[config.mk]
export PLATFORM = sky130hd
export DESIGN_NAME = tx_symb_index_ctrl
export DESIGN_NICKNAME = d
export VERILOG_FILES = /design/src/rtl/tx_symb_index_ctrl.sv
export SDC_FILE = /design/constraint.sdc
export NUM_CORES = 1
export LEC_CHECK = 0
export ABC_CLOCK_PERIOD_IN_PS = 4200
export CORE_ASPECT_RATIO = 1.4
export CORE_MARGIN = 1.5
export CORE_UTILIZATION = 43
export CTS_CLUSTER_DIAMETER = 100
export DETAILED_ROUTE_END_ITERATION = 6
export GPL_TIMING_DRIVEN = 0
export PLACE_DENSITY = 0.61
export SKIP_CTS_REPAIR_TIMING = 1
export SLEW_MARGIN = 20
export SYNTH_ARGS = -nofsm -noshare
export SYNTH_HDL_FRONTEND = slang
export SYNTH_SLANG_ARGS = --single-unit
[constraint.sdc]
create_clock -name clk -period 4.2 [get_ports clk]
set_input_delay 1.05 -clock clk [delete_from_list [all_inputs] [get_ports clk]]
set_output_delay 1.05 -clock clk [all_outputs]
set_load 0.01 [all_outputs]
[src/rtl/tx_symb_index_ctrl.sv]
// rtl/tx_symb_index_ctrl.sv - Tx symbol index tracker across IFFT/CP latency.
// Optional macro TX_IDX_ERR_EN builds the sticky err_flags detection.
module tx_symb_index_ctrl #(
    parameter int SYMB_PER_FRAME = 100,
    parameter int IDX_W          = 7,
    parameter int DEPTH          = 4
) (
    input  logic                       clk,
    input  logic                       rst,
    input  logic                       frame_start,
    input  logic                       ifft_sop,
    input  logic                       cp_sop,
    output logic                       busy,
    output logic                       frame_done,
    output logic [IDX_W-1:0]           symb_idx_out,
    output logic                       last_symb_out,
    output logic                       idx_valid,
    output logic [$clog2(DEPTH):0]     fifo_level,
    output logic [2:0]                 err_flags
);

    localparam int AW = $clog2(DEPTH);
    localparam int LW = AW + 1;

    typedef enum logic {IDLE, RUN} state_t;

    state_t            state;
    state_t            state_nxt;
    logic [IDX_W-1:0]  symb_cnt;
    logic [IDX_W-1:0]  cnt_nxt;
    logic              done_nxt;

    logic [IDX_W-1:0]  mem [DEPTH];
    logic [AW-1:0]     wr_ptr;
    logic [AW-1:0]     rd_ptr;

    logic              is_last;
    logic              push_req;
    logic              push;
    logic              pop;
    logic              empty;
    logic              full;

    assign is_last  = (symb_cnt == IDX_W'(SYMB_PER_FRAME - 1));
    assign push_req = (state == RUN) && ifft_sop;
    assign empty    = (fifo_level == '0);
    assign full     = (fifo_level == LW'(DEPTH));
    assign pop      = cp_sop && !empty;
    // A full FIFO still accepts the push when the same cycle frees a slot.
    assign push     = push_req && (!full || pop);
    assign busy     = (state == RUN);

    always_comb begin
        state_nxt = state;
        cnt_nxt   = symb_cnt;
        done_nxt  = 1'b0;
        case (state)
            IDLE: begin
                if (frame_start) begin
                    state_nxt = RUN;
                    cnt_nxt   = '0;
                end
            end
            RUN: begin
                if (ifft_sop) begin
                    if (is_last) begin
                        state_nxt = IDLE;
                        cnt_nxt   = '0;
                        done_nxt  = 1'b1;
                    end else begin
                        cnt_nxt = symb_cnt + 1'b1;
                    end
                end
            end
            default: state_nxt = IDLE;
        endcase
    end

    always_ff @(posedge clk) begin
        if (!rst) begin
            state      <= IDLE;
            symb_cnt   <= '0;
            frame_done <= 1'b0;
        end else begin
            state      <= state_nxt;
            symb_cnt   <= cnt_nxt;
            frame_done <= done_nxt;
        end
    end

    always_ff @(posedge clk) begin
        if (push) begin
            mem[wr_ptr] <= symb_cnt;
        end
    end

    always_ff @(posedge clk) begin
        if (!rst) begin
            wr_ptr        <= '0;
            rd_ptr        <= '0;
            fifo_level    <= '0;
            symb_idx_out  <= '0;
            last_symb_out <= 1'b0;
            idx_valid     <= 1'b0;
        end else begin
            idx_valid <= pop;
            if (push) begin
                wr_ptr <= wr_ptr + 1'b1;
            end
            if (pop) begin
                rd_ptr        <= rd_ptr + 1'b1;
                symb_idx_out  <= mem[rd_ptr];
                last_symb_out <= (mem[rd_ptr] == IDX_W'(SYMB_PER_FRAME - 1));
            end
            case ({push, pop})
                2'b10:   fifo_level <= fifo_level + 1'b1;
                2'b01:   fifo_level <= fifo_level - 1'b1;
                default: fifo_level <= fifo_level;
            endcase
        end
    end

`ifdef TX_IDX_ERR_EN
    logic restart_hit;
    logic overflow_hit;
    logic underflow_hit;

    assign restart_hit   = (state == RUN) && frame_start;
    assign overflow_hit  = push_req && full && !pop;
    assign underflow_hit = cp_sop && empty;

    always_ff @(posedge clk) begin
        if (!rst) begin
            err_flags <= 3'b000;
        end else begin
            err_flags <= err_flags | {restart_hit, overflow_hit, underflow_hit};
        end
    end
`else
    assign err_flags = 3'b000;
`endif

endmodule

==> impl_metrics.env, run 1 <==
export IMPL_synthesis_area_mm2=0.002247
export IMPL_grt_usage=0.1537
export IMPL_rsz0062_at_grt="no"
export IMPL_crit_path_frequent_cell="inv_1"
export IMPL_finalCritPeriodShare=0.7842
export IMPL_peakVddDrop_mv=0.2310
export IMPL_grt_pass1_vias=1408
export IMPL_fin_tns_setup_ps=0
export IMPL_status="finished clean"
export IMPL_cts_buffers_inserted=5
export IMPL_place_port_buffers=18
export IMPL_hold_viol_final=0
export IMPL_synth_seq_cells=55
export IMPL_synth_largest_area_cell="edfxtp_1"
export IMPL_vias=1389
export IMPL_antenna_found_initial=0
export IMPL_ys_flop_type="edfxtp_1"
export IMPL_crit_fanout=7
export IMPL_criticalPathCategory="primary input to register"
export IMPL_initial_utilization=0.4535
export IMPL_worstPathArrival_ps=3530
export IMPL_crit_path_cell_trace="clkdlybuf4s50_1, nor4b_1, nor2_1, inv_1, ha_1, inv_1, fa_1, xor2_1, or3_1, a21oi_1"
export IMPL_setup_violations=0
export IMPL_crit_buf_inv=3
export IMPL_min_path_type="register to register"
export IMPL_die_area_mm2=0.005675
export IMPL_drt_iter0_markers=51
export IMPL_worst_slack_ps=906.2
export IMPL_ant_nets=0
export IMPL_avgSynthCellArea_um2=12.70
export IMPL_cap_violations=0
export IMPL_area_growth_pct=15.53
export IMPL_cts_tree="done"
export IMPL_slowest_delay_ps=490
export IMPL_p_leak_nw=0.8813
export IMPL_clk_pin_slew_ps=90
export IMPL_place_ws_ps=595.9
export IMPL_p_total_w=0.001156
export IMPL_drc_errors=0
export IMPL_top_level_ports=22
export IMPL_clock_fmax_ghz=0.3036
export IMPL_rows=30
export IMPL_cp_start_kind="primary input"
export IMPL_avgViaCountPerCell=5.164
export IMPL_drt_total_wl_mm=3.856
export IMPL_clock_sinks=55
export IMPL_synthTopCellsByCount="28 x edfxtp_1, 27 x dfxtp_1, 19 x nand2_1"
export IMPL_clock_tree_htree_level_count=2
export IMPL_clock_latency_ps=300
export IMPL_slew_viol_final=0
export IMPL_core_area_mm2=0.004955
export IMPL_synthTopCellsByArea="edfxtp_1 37%, dfxtp_1 24%, mux4_1 4.7%"
export IMPL_synthArstFlopShare=0
export IMPL_period_needed_ps=3294
export IMPL_wl_per_cell_um=14.33
export IMPL_overflow=0
export IMPL_worst_path_max_delay_cell="nor4b_1"
export IMPL_n_antenna_cell=0
export IMPL_synth_cell_types=38
export IMPL_grt_pass1_wl_mm=6.458
export IMPL_finClkSkew_ps=6.960
export IMPL_dp_final_hpwl_mm=2.805
export IMPL_endpoint_kind="register"
export IMPL_die_h_um=88.54
export IMPL_worstMarginPinSlew_ps=673.3
export IMPL_synth_top_area_frac=0.3742
export IMPL_required_ps=4440
export IMPL_cpLargestDelayFamily="simple AND/OR/NAND/NOR gates"
export IMPL_syn_inst=177
export IMPL_slew_headroom=0.5484
export IMPL_cts_root_buf="clkbuf_8"
export IMPL_grt_max_degree=16
export IMPL_drive_gt1_frac=0.08780
export IMPL_yosysWarnings=0
export IMPL_drt_pass1_iter_count=4
export IMPL_yosysSeqAreaShare=0.6147
export IMPL_finalWeightedCongestion=0.7741
export IMPL_power_density_mw_per_mm2=445.4
export IMPL_fp_dieW_um=64.10
export IMPL_synth_edff_count=28
export IMPL_synth_most_common_cell="edfxtp_1"
export IMPL_fin_nets=216
export IMPL_cts_path_max_buffers=2
layer usage:
| layer | up-vias | global-route usage | part of all wire |
|---|---|---|---|
| met4 | 0 | 0.07930 | 0.034 |
| met5 | - | 0 | 0 |
| met2 | 35 | 0.2869 | 0.54 |
| li1 | 688 | - | - |
| met1 | 656 | 0.1610 | 0.39 |
| met3 | 10 | 0.03435 | 0.040 |
state kept, by name (all words and copies together), names as in the netlist, named ones only:
register / cells
busy: 1
fifo_level: 3
frame_done: 1
idx_valid: 1
last_symb_out: 1
mem: 28
rd_ptr: 2
symb_cnt: 7
symb_idx_out: 7
wr_ptr: 2
power breakdown:
group          switching [W]  internal, W  leakage [nW]
clock               0.000157     0.000117        0.0422
sequential         0.0000281     0.000598         0.485
combinational       0.000126     0.000129         0.354
worst min-delay path, cell delays in order (launching register included):
cell and delay, ps:
dfxtp_1 320, nand2_1 50, a21oi_1 50
cell type report:
class                           count  area (um^2)
Buffer                              8        48.80
Clock buffer                        7        76.32
Clock inverter                      1        5.005
Fill cell                         458         2359
Inverter                           11        41.29
Multi-Input combinational cell    105        783.3
Sequential cell                    55         1381
Tap cell                           64        80.08
Timing Repair Buffer               18        180.2
kinds of logic after synthesis:
| kind of cell | Yosys count | share of synthesized area |
|---|---|---|
| DFF | 55 | 0.6147 |
| buffers and inverters | 19 | 0.04009 |
| AOI/OAI and AO/OA | 30 | 0.08352 |
| other | 1 | 0.001669 |
| muxes | 9 | 0.08686 |
| adders and majority gates | 7 | 0.04232 |
| xor gates and xnor gates | 5 | 0.01949 |
| and+or+nand+nor | 51 | 0.1114 |
worst paths after layout:
| check | from | to | slack (ps) | cells after the start |
|---|---|---|---|---|
| hold / removal | symb_idx_out[1] | symb_idx_out[1] | 460 | 2 |
| hold reg to reg | symb_idx_out[1] | symb_idx_out[1] | 460 | 2 |
| setup / recovery | cp_sop | fifo_level[2] | 910 | 10 |
| setup reg to reg | fifo_level[0] | fifo_level[2] | 1660 | 9 |
metrics by stage:
step,area (um^2),util,hold WS (ps),instances
2_1_floorplan,2255,-,480.5,179
3_3_place_gp,2515,0.5076,442.4,261
3_5_place_dp,2515,0.5076,455.0,261
4_1_cts,2596,0.5240,467.7,269
5_1_grt,2596,0.5240,486.3,269
6_report,2596,0.5240,463.4,269
placed cells by master, fill, tap and decap left out, types with 4 or more instances in the layout:
cell type	synthesis	final
edfxtp_1	28	28
dfxtp_1	27	27
nand2_1	19	19
clkdlybuf4s50_1	0	18
nor2_1	16	16
a21oi_1	14	14
inv_1	10	10
clkbuf_1	4	6
ha_1	6	6
and2_1	5	5
clkbuf_8	0	5
mux4_1	4	4
o21ai_0	4	4
(Power assumes the default switching activity.)
==> inputs of run 2 (changes only) <==
--- a/config.mk
+++ b/config.mk
@@ -5,14 +5,14 @@
 export SDC_FILE = /design/constraint.sdc
 export NUM_CORES = 1
 export LEC_CHECK = 0
-export ABC_CLOCK_PERIOD_IN_PS = 4200
+export ABC_CLOCK_PERIOD_IN_PS = 2700
 export CORE_ASPECT_RATIO = 1.4
 export CORE_MARGIN = 1.5
 export CORE_UTILIZATION = 43
 export CTS_CLUSTER_DIAMETER = 100
 export DETAILED_ROUTE_END_ITERATION = 6
 export GPL_TIMING_DRIVEN = 0
-export PLACE_DENSITY = 0.61
+export PLACE_DENSITY = 0.63
 export SKIP_CTS_REPAIR_TIMING = 1
 export SLEW_MARGIN = 20
 export SYNTH_ARGS = -nofsm -noshare
==> constraint.sdc (replaced) <==
create_clock -name clk -period 2.7 [get_ports clk]
set_input_delay 0.675 -clock clk [delete_from_list [all_inputs] [get_ports clk]]
set_output_delay 0.675 -clock clk [all_outputs]
set_load 0.01 [all_outputs]
==> impl_metrics.env, run 2 (synthesized netlist as in run 1, its figures left out) <==
export IMPL_p_int_w=0.001414
export IMPL_cts_root_buf="clkbuf_8"
export IMPL_grt_pass1_wl_mm=6.665
export IMPL_slew_viol_final=0
export IMPL_cap_violations=0
export IMPL_cp_start_kind="primary input"
export IMPL_fin_area_mm2=0.002663
export IMPL_place_port_buffers=18
export IMPL_whs_ps=456.6
export IMPL_drt_total_wl_mm=3.838
export IMPL_top_regs="mem: 28 flops, symb_cnt: 7 flops, symb_idx_out: 7 flops"
export IMPL_initial_utilization=0.4535
export IMPL_clk_pin_slew_ps=90
export IMPL_n_antenna_cell=0
export IMPL_setup_violations=0
export IMPL_core_area_mm2=0.004955
export IMPL_cts_tree="done"
export IMPL_status="finished clean"
export IMPL_finClkSkew_ps=6.386
export IMPL_instances_no_fill=270
export IMPL_finalCritPeriodShare=0.8981
export IMPL_worst_slack_ps=275.1
export IMPL_largest_register="mem"
export IMPL_finalWeightedCongestion=0.7328
export IMPL_clock_latency_ps=300
export IMPL_wl_per_cell_um=14.21
export IMPL_required_ps=2940
export IMPL_rsz0062_at_grt="no"
export IMPL_grt_usage=0.1567
export IMPL_fin_nets=217
export IMPL_switchingPower_w=0.0005005
export IMPL_final_common_cell="edfxtp_1"
export IMPL_endpoint_kind="register"
export IMPL_largest_reg_flops=28
export IMPL_worstPathArrival_ps=2660
export IMPL_cts_path_max_buffers=2
export IMPL_ant_nets=0
export IMPL_top_level_ports=22
export IMPL_clock_tree_htree_level_count=2
export IMPL_peakVddDrop_mv=0.2965
export IMPL_die_area_mm2=0.005675
export IMPL_avgViaCountPerCell=5.081
export IMPL_drt_pass1_iter_count=4
export IMPL_p_leak_nw=0.9122
export IMPL_die_h_um=88.54
export IMPL_antenna_found_initial=0
export IMPL_worstMarginPinSlew_ps=705.5
export IMPL_slew_headroom=0.5269
export IMPL_place_ws_ps=-551.4
export IMPL_vias=1372
export IMPL_min_path_type="register to register"
export IMPL_comb_power_share=0.213
export IMPL_place_inst=261
export IMPL_criticalPathCategory="primary input to register"
export IMPL_drt_iter0_markers=77
export IMPL_drive_gt1_frac=0.1165
export IMPL_area_growth_pct=18.49
export IMPL_dpl_instance_area_mm2=0.002515
export IMPL_power_density_mw_per_mm2=719.2
export IMPL_crit_fanout=7
export IMPL_seqPwrFrac=0.512
export IMPL_p_clk_frac=0.275
export IMPL_grt_max_degree=18
export IMPL_period_needed_ps=2425
export IMPL_drc_errors=0
export IMPL_clock_fmax_ghz=0.4124
export IMPL_dp_final_hpwl_mm=2.905
export IMPL_clock_sinks=55
export IMPL_rows=30
export IMPL_overflow=0
export IMPL_final_core_util=0.5374
export IMPL_fp_dieW_um=64.10
export IMPL_sw_frac_of_total=0.2614
export IMPL_final_cell_mix="28 x edfxtp_1, 27 x dfxtp_1, 19 x nand2_1"
export IMPL_cts_buffers_inserted=5
export IMPL_grt_pass1_vias=1397
export IMPL_hold_viol_final=0
==> run 2: cell types whose count changed in the layout (fill, tap and decap cells not counted) <==
| cell | change |
|---|---|
| ha_1 | -1 |
| dlymetal6s2s_1 | +1 |
| buf_4 | +1 |
| clkinv_4 | +1 |
| bufinv_16 | +1 |
| clkdlybuf4s50_1 | -1 |
| nor4b_4 | +1 |
| nor2_4 | +1 |
| nor2_1 | -1 |
| clkbuf_1 | -2 |
| ha_2 | +1 |
| nor4b_1 | -1 |
==> run 2: power groups by stage <==
stage	registers [W]	logic, W	clock network, W
5_1_grt	0.000991	0.000451	0.000587
3_5_place_dp	0.000996	0.000404	0
2_1_floorplan	0.00100	0.000254	0
6_report	0.000981	0.000408	0.000526
3_3_place_gp	0.000988	0.000389	0
4_1_cts	0.000977	0.000406	0.000543
==> run 2: critical path, stage by stage <==
cell,delay (ps)
clkdlybuf4s50_1,430
nand2_1,180
nor2_4,80
inv_1,80
ha_2,190
inv_1,50
fa_1,380
xor2_1,160
or3_1,300
a21oi_1,140
==> run 2: worst paths after layout <==
| path | start | slack [ps] | cells after the start | to |
|---|---|---|---|---|
| setup / recovery | ifft_sop | 280 | 10 | fifo_level[2] |
| hold / removal | symb_idx_out[2] | 460 | 2 | symb_idx_out[2] |
| setup reg to reg | fifo_level[0] | 340 | 8 | fifo_level[2] |
| hold reg to reg | symb_idx_out[2] | 460 | 2 | symb_idx_out[2] |
==> run 2: routing by layer <==
layer / track usage / up-vias / part of all wire
met1: 0.1594 / 654 / 0.38
met4: 0.06190 / 0 / 0.016
met2: 0.3106 / 25 / 0.57
li1: - / 688 / -
met5: 0 / - / 0
met3: 0.03053 / 5 / 0.032
==> run 2: cell type report <==
class / count / area, um^2
plain buffers: 8 / 48.80
clock buffers: 5 / 68.82
flip-flops and latches: 55 / 1381
multi-input cells: 105 / 808.3
well taps: 64 / 80.08
inverters: 11 / 41.29
fillers: 438 / 2292
repair buffers: 19 / 190.2
clock inverters: 3 / 43.79
==> run 2: stage by stage <==
stage	TNS (ps)	power [W]
3_5_place_dp	-868.4	0.001401
2_1_floorplan	0	0.001259
4_1_cts	-225.1	0.001926
5_1_grt	0	0.002029
3_3_place_gp	-445.6	0.001378
6_report	0	0.001915
